===== config.mk =====
export PLATFORM = sky130hd
export DESIGN_NAME = scan_cmd_responder
export DESIGN_NICKNAME = d
export VERILOG_FILES = /design/src/rtl/scan_cmd_responder.sv
export SDC_FILE = /design/constraint.sdc
export NUM_CORES = 1
export LEC_CHECK = 0
export ABC_CLOCK_PERIOD_IN_PS = 3240
export CAP_MARGIN = 20
export CORE_UTILIZATION = 42
export DETAILED_ROUTE_END_ITERATION = 7
export PLACE_DENSITY = 0.69
export SLEW_MARGIN = 40
export SYNTH_ARGS = -nofsm -noshare
export SYNTH_HDL_FRONTEND = slang
export SYNTH_SLANG_ARGS = --single-unit

===== constraint.sdc =====
create_clock -name mclk -period 3.24 [get_ports mclk]
set_input_delay 0.972 -clock mclk [delete_from_list [all_inputs] [get_ports mclk]]
set_output_delay 0.972 -clock mclk [all_outputs]
set_load 0.01 [all_outputs]

===== src/rtl/scan_cmd_responder.sv =====
`default_nettype none
// ============================================================================
// Module   : scan_cmd_responder
// Brief    : Command-driven scan responder with capture, shift, update and
//            nop commands. Optional assertions: define SCAN_CMD_ASSERT_EN.
// Revision : 1.0  initial release
// ============================================================================
module scan_cmd_responder #(
  parameter int WIDTH = 8,
  parameter int LEN_W = 4,
  parameter int ERR_W = 8
) (
  input  logic             mclk,
  input  logic             rst_n,
  input  logic             cmd_valid,
  output logic             cmd_ready,
  input  logic [1:0]       cmd_op,
  input  logic [LEN_W-1:0] cmd_len,
  input  logic [WIDTH-1:0] d,
  input  logic             scan_in,
  output logic             scan_out,
  output logic [WIDTH-1:0] q,
  output logic             busy,
  output logic             done,
  output logic [ERR_W-1:0] err_cnt
);

  localparam logic [1:0] C_OP_CAPTURE = 2'b00;
  localparam logic [1:0] C_OP_SHIFT   = 2'b01;
  localparam logic [1:0] C_OP_UPDATE  = 2'b10;

  typedef enum logic [2:0] {
    S_IDLE = 3'd0,
    S_CAP  = 3'd1,
    S_SHF  = 3'd2,
    S_UPD  = 3'd3,
    S_DONE = 3'd4
  } state_t;

  state_t           r_state;
  state_t           w_next;
  logic [WIDTH-1:0] r_shift;
  logic [WIDTH-1:0] r_q;
  logic [ERR_W-1:0] r_err;
  logic [LEN_W-1:0] r_rem;
  logic [LEN_W-1:0] w_rem_next;
  logic [LEN_W-1:0] w_len_eff;
  logic             w_accept;

  assign w_accept  = cmd_valid && (r_state == S_IDLE);
  // Oversized shift requests are clamped so a full register is never overrun.
  assign w_len_eff = (cmd_len > LEN_W'(WIDTH)) ? LEN_W'(WIDTH) : cmd_len;

  always_comb begin
    w_next     = r_state;
    w_rem_next = r_rem;
    case (r_state)
      S_IDLE: begin
        if (w_accept) begin
          case (cmd_op)
            C_OP_CAPTURE: w_next = S_CAP;
            C_OP_UPDATE:  w_next = S_UPD;
            C_OP_SHIFT: begin
              if (w_len_eff != '0) begin
                w_next     = S_SHF;
                w_rem_next = w_len_eff;
              end else begin
                w_next = S_DONE;
              end
            end
            default: w_next = S_DONE;
          endcase
        end
      end
      S_CAP: w_next = S_DONE;
      S_SHF: begin
        w_rem_next = r_rem - LEN_W'(1);
        if (r_rem <= LEN_W'(1)) w_next = S_DONE;
      end
      S_UPD:   w_next = S_DONE;
      S_DONE:  w_next = S_IDLE;
      default: w_next = S_IDLE;
    endcase
  end

  always_ff @(posedge mclk or negedge rst_n) begin
    if (!rst_n) begin
      r_state <= S_IDLE;
      r_rem   <= '0;
    end else begin
      r_state <= w_next;
      r_rem   <= w_rem_next;
    end
  end

  always_ff @(posedge mclk or negedge rst_n) begin
    if (!rst_n) begin
      r_shift <= '0;
      r_q     <= '0;
      r_err   <= '0;
    end else begin
      case (r_state)
        S_CAP: begin
          r_shift <= d;
          // A capture equal to the held output breaks the q != d invariant.
          if ((d == r_q) && (r_err != '1)) r_err <= r_err + ERR_W'(1);
        end
        S_SHF:   r_shift <= {scan_in, r_shift[WIDTH-1:1]};
        S_UPD:   r_q     <= r_shift;
        default: ;
      endcase
    end
  end

  assign cmd_ready = (r_state == S_IDLE);
  assign busy      = !cmd_ready;
  assign done      = (r_state == S_DONE);
  assign scan_out  = r_shift[0];
  assign q         = r_q;
  assign err_cnt   = r_err;

`ifdef SCAN_CMD_ASSERT_EN
  always @(posedge mclk) begin
    a_done_pulse: assert property (disable iff (!rst_n) done |=> !done);
    a_ready_busy: assert property (disable iff (!rst_n) !(cmd_ready && busy));
    a_rem_bound:  assert property (disable iff (!rst_n) r_rem <= LEN_W'(WIDTH));
    a_q_on_upd:   assert property (disable iff (!rst_n)
                    (q != $past(q)) |-> ($past(r_state) == S_UPD));
  end
`endif

endmodule
`default_nettype wire


==> results of run 1 <==
-- power groups by stage --
stage | registers (uW) | logic [uW] | clock network [uW]
6_report | 631 | 640 | 392
5_1_grt | 652 | 704 | 413
4_1_cts | 631 | 646 | 399
3_5_place_dp | 639 | 642 | 0
3_3_place_gp | 629 | 628 | 0
2_1_floorplan | 631 | 373 | 0
-- final cells by class --
| type | instances | area, um^2 |
|---|---|---|
| Fill cell | 313 | 1330 |
| Tap cell | 46 | 57.6 |
| Clock buffer | 6 | 82.6 |
| Multi-Input combinational cell | 112 | 779 |
| Inverter | 3 | 11.3 |
| Timing Repair Buffer | 40 | 393 |
| Clock inverter | 2 | 35.0 |
| Sequential cell | 31 | 776 |
-- registers in the layout (all words and copies together), names as in the netlist --
signal,flops
r_shift,8
r_state,3
q,8
err_cnt,8
r_rem,4
-- cell families (layout without fill, tap and decap cells) --
family	count (synthesis)	in the layout	share of synthesized area (%)
AOI/OAI and AO/OA	27	27	10.9
xor gates and xnor gates	14	14	7.72
adders and majority gates	3	3	2.36
buffers and inverters	8	51	2.13
DFF	31	31	48.8
muxes	11	11	7.72
and+or+nand+nor	57	57	20.3
-- synth_stat cells, types with 2 or more instances --
| cell | instances | area share (%) |
|---|---|---|
| dfrtp_1 | 31 | 49 |
| nand2_1 | 18 | 4.3 |
| xnor2_1 | 13 | 7.2 |
| nor2_1 | 11 | 2.6 |
| mux2_2 | 10 | 7.1 |
| o21ai_0 | 9 | 2.8 |
| a22oi_1 | 8 | 3.8 |
| nand3_1 | 5 | 1.6 |
| a21oi_1 | 4 | 1.3 |
| clkbuf_1 | 4 | 0.94 |
| ha_1 | 3 | 2.4 |
| inv_1 | 3 | 0.71 |
| nand4_1 | 3 | 1.2 |
| nand2b_1 | 2 | 0.79 |
| nand3b_1 | 2 | 0.94 |
| nor2b_1 | 2 | 0.79 |
| nor3_1 | 2 | 0.63 |
| nor3b_1 | 2 | 0.94 |
| nor4_1 | 2 | 0.79 |
| or3_1 | 2 | 0.79 |
-- worst paths after layout --
kind                       startpoint          to  cells past startpoint
max                        r_state[0]   cmd_ready                      3
min                          r_rem[3]    r_rem[3]                      1
max reg2reg                r_state[0]  err_cnt[1]                      5
min reg2reg                  r_rem[3]    r_rem[3]                      1
max in group asynchronous       rst_n        q[1]                      2
min in group asynchronous       rst_n  err_cnt[3]                      2
-- metal layers --
layer  track usage [%]  share of wire (%)
met1              20.9                 46
met2              30.6                 49
met3              4.89                3.9
met4              5.11                1.1
met5                 0                  0
-- cell usage in the layout, fill, tap and decap left out, drive strengths merged --
cell type / n
xor2: 1
a311oi: 1
or3: 2
o21ai: 9
nor2: 11
o311ai: 1
o21a: 1
nand2b: 2
ha: 3
bufinv: 1
nor3: 2
xnor2: 13
clkdlybuf4s50: 37
o22ai: 1
nand2: 18
a21oi: 4
nor3b: 2
clkinv: 1
o21bai: 1
a22oi: 8
mux2: 10
nand4b: 1
nor4: 3
nand3b: 3
nand4: 3
inv: 3
nor2b: 2
and2: 1
nor4b: 2
o21ba: 1
clkbuf: 6
buf: 3
dfrtp: 31
mux2i: 1
nand3: 5
-- stage by stage --
stage | hold WS (ns) | total power (uW) | setup WS, ns
2_1_floorplan | 0.448 | 1000 | 1.04
3_3_place_gp | 0.470 | 1260 | 0.484
3_5_place_dp | 0.492 | 1280 | 0.437
4_1_cts | 0.504 | 1680 | 0.533
5_1_grt | 0.531 | 1770 | 0.454
6_report | 0.499 | 1660 | 0.542
==> impl_metrics.tcl, run 1 <==
set metrics [dict create \
    max_freq_ghz 0.371 \
    place.gp.congestion 0.756 \
    maxSlewViolCount 0 \
    period_share_pct 83.3 \
    path_class "reg2out" \
    drtIter0Drc 72 \
    cp_cell_sequence "or3_1 -> inv_1 -> clkdlybuf4s50_1" \
    grt_overflow_total 0 \
    place_inst 232 \
    clk_latency_ns 0.28 \
    dieArea_mm2 0.00403 \
    die-width_um 63.5 \
    endpoint_kind "output pin" \
    io_pins 38 \
    diodes 0 \
    status "finished clean" \
    post_cts_buffers 0 \
    worst_slew_pin_slew_ns 0.665 \
    cts_tree "built" \
    finalWirelength_mm 3.30 \
    grtUsageTotal_pct 17.6 \
    clkTransAtPathRegs_ns 0.06 \
    post_cts_resized 0 \
    cp_slowest_cell "clkdlybuf4s50_1" \
    postPlaceCellArea_mm2 0.00202 \
    synth_cells 151 \
    p_seq_share_pct 37.9 \
    rsz0062_at_grt "false" \
    hpwl_mm 2.45 \
    cts-root-buf "clkbuf_8" \
    h-tree-depth 2 \
    grt_pass1_vias 1264 \
    power_leakage_uw 0.000884 \
    synth.ff_latch_count 31 \
    arrival_ns 1.73 \
    pwr-share-comb_pct 38.5 \
    num_rows 21 \
    ff2ff_setup_slack_ns 1.41 \
    setup_viol 0 \
    worstPathRequired_ns 2.27 \
    drive_gt1_share_pct 12.9 \
    maxCapViolCount 0 \
    chipHeight_um 63.5 \
    cts_made_buffers 5 \
    avgSynthCellArea_um2 10.5 \
    path_buf_inv 2 \
    grt_pass1_wl_mm 5.49 \
    synthArstFlopShare_pct 100 \
    swShare_pct 33.6 \
    viasPerCell 5.31 \
    nNetsFinal 214 \
    switchingPower_uw 558 \
    postSynthNetCount 172 \
    ys_seq_area_share_pct 48.8 \
    clkSinkCount 31 \
    hold_violations 0 \
    fin_cells 240 \
    min_path_type "reg2reg" \
    syn2layout_area_growth_pct 34.3 \
    vdd_ir_drop_max_v 0.000395 \
    cp-start-kind "register" \
    io_buffers 37 \
    synth_area_mm2 0.00159 \
    antenna_found_initial 0 \
    power_density_mw_per_mm2 779 \
    drc 0 \
    ctsLongestPathBuffers 2 \
    wl_per_cell_um 13.7 \
    final_cell_area_mm2 0.00213 \
    skew_ns 0.00589 \
    setup_tns_ns 0 \
    detail-route-antenna-nets 0 \
    p_int_uw 1100 \
    pwr-share-clk_pct 23.6 \
    cp_max_fo 7 \
    synth_edf_count 0 \
    ys_warn_count 0 \
    cp_top_family "buffers and inverters" \
    critPathMaxStageDelay_ns 0.54 \
    vias 1275 \
    firstDrtPassIters 4 \
    cts_hold_buf 0 \
    slew_headroom_pct 55.6 \
    ys_types 35 \
    initial_utilization_pct 45.8 \
    grt_max_degree 32 \
    fin_util_pct 61.5 \
    synthFlopType "dfrtp_1" \
    period_minus_slack_ns 2.70 \
    coreArea_mm2 0.00347 \
]
No activity file was read; power rests on OpenSTA's default activity.
==> run 2: changes to the inputs <==
ABC_CLOCK_PERIOD_IN_PS = 2750   (was 3240)
clock period = 2.75 ns   (was 3.24 ns; I/O delays follow)
==> run 2 against run 1 <==
  * Via count rose by 1.0%
  * Non-clock buffer count rose by 2
  * Global-route usage rose by 1.9 points
  * Critical path type unchanged
  * Largest cell class unchanged
==> impl_metrics.tcl, run 2 (synthesis gave the netlist of run 1 again) <==
set metrics [dict create \
    num_rows 21 \
    clkTransAtPathRegs_ns 0.06 \
    grt_pass1_wl_mm 6.01 \
    grt_pass1_vias 1314 \
    drtIter0Drc 73 \
    initial_utilization_pct 45.8 \
    period_share_pct 93.3 \
    cp_slowest_cell "clkdlybuf4s50_1" \
    hold_violations 0 \
    grt_max_degree 32 \
    vdd_ir_drop_max_v 0.000693 \
    wl_per_cell_um 14.4 \
    firstDrtPassIters 4 \
    fin_util_pct 61.1 \
    post_cts_buffers 0 \
    chipHeight_um 63.5 \
    pre_cts_ws_ns 0.131 \
    clkSinkCount 31 \
    nNetsFinal 216 \
    post_cts_resized 0 \
    viasPerCell 5.34 \
    die-width_um 63.5 \
    syn2layout_area_growth_pct 33.4 \
    rsz0062_at_grt "false" \
    final_cell_area_mm2 0.00212 \
    place.gp.congestion 0.756 \
    slew_headroom_pct 55.5 \
    arrival_ns 1.74 \
    io_pins 38 \
    cts_tree "built" \
    fill_cells 319 \
    status "finished clean" \
    cts_made_buffers 5 \
    max_freq_ghz 0.390 \
    path_class "reg2out" \
    postPlaceCellArea_mm2 0.00203 \
    vias 1288 \
    cp_cell_sequence "or3_1 -> inv_1 -> clkdlybuf4s50_1" \
    cts-root-buf "clkbuf_8" \
    power_density_mw_per_mm2 884 \
    h-tree-depth 2 \
    min_path_type "reg2reg" \
    final_common_cell "clkdlybuf4s50_1" \
    setup_viol 0 \
    cp-start-kind "register" \
    detail-route-antenna-nets 0 \
    critPathMaxStageDelay_ns 0.54 \
    diodes 0 \
    power_leakage_uw 0.000880 \
    clk_latency_ns 0.28 \
    setup_tns_ns 0 \
    coreArea_mm2 0.00347 \
    skew_ns 0.00306 \
    layout_common_cells "clkdlybuf4s50_1 (37), dfrtp_1 (31), nand2_1 (18)" \
    maxSlewViolCount 0 \
    cp_max_fo 7 \
    grt_overflow_total 0 \
    ctsLongestPathBuffers 2 \
    hpwl_mm 2.57 \
    finalWirelength_mm 3.46 \
    maxCapViolCount 0 \
    endpoint_kind "output pin" \
    drive_gt1_share_pct 13.3 \
    antenna_found_initial 0 \
    cts_hold_buf 0 \
    worstPathRequired_ns 1.93 \
    io_buffers 37 \
    period_minus_slack_ns 2.57 \
    drc 0 \
    dieArea_mm2 0.00403 \
    worst_slew_pin_slew_ns 0.666 \
    setup_ws_ns 0.184 \
    grtUsageTotal_pct 19.5 \
]
run 2: changes by cell type in the layout (fill, tap and decap cells not counted), sizes merged:
cell and change:
buf +2, bufinv -1
run 2: cell type report:
type | instances | area, um^2 | share of cell area, %
Clock buffer | 6 | 82.6 | 3.90
Clock inverter | 1 | 5.00 | 0.236
Inverter | 3 | 11.3 | 0.531
Multi-Input combinational cell | 112 | 779 | 36.8
Sequential cell | 31 | 776 | 36.6
Tap cell | 46 | 57.6 | 2.72
Timing Repair Buffer | 42 | 408 | 19.2
run 2: per-layer routing:
metal  vias to the layer above  global-route usage [%]  wire length (um)
li1                        623                       -                 -
met1                       629                    24.5              1560
met4                         0                    7.67                48
met3                         5                    4.71               152
met2                        31                    31.9              1700
met5                         -                       0                 0
run 2: path summary, 6_finish.rpt:
check,endpoint,startpoint,depth (start not counted),slack (ns)
setup / recovery,cmd_ready,r_state[0],3,0.18
hold / removal,r_rem[3],r_rem[3],1,0.51
setup reg to reg,r_rem[3],r_state[2],6,0.90
hold reg to reg,r_rem[3],r_rem[3],1,0.51
max in group asynchronous,r_state[2],rst_n,2,1.52
min in group asynchronous,err_cnt[3],rst_n,2,0.94
run 2: where the power goes:
group	internal, uW	leakage [uW]	switching (uW)
clock	196	0.0000470	161
combinational	407	0.000432	365
sequential	609	0.000401	136
run 2: per-stage QoR:
step | instances | total power (uW) | hold WS [ns]
final | 241 | 1870 | 0.509
after global routing | 241 | 2010 | 0.541
after CTS | 241 | 1890 | 0.511
after detailed placement | 234 | 1530 | 0.497
after global placement | 234 | 1490 | 0.467
after floorplan | 151 | 1180 | 0.448
run 2: worst max-delay path, delay by kind of cell, from the launching register on:
family / cells / cell delay [ns]
AND/OR/NAND/NOR: 1 / 0.40
buffers and inverters: 2 / 0.63
flip-flops: 1 / 0.44
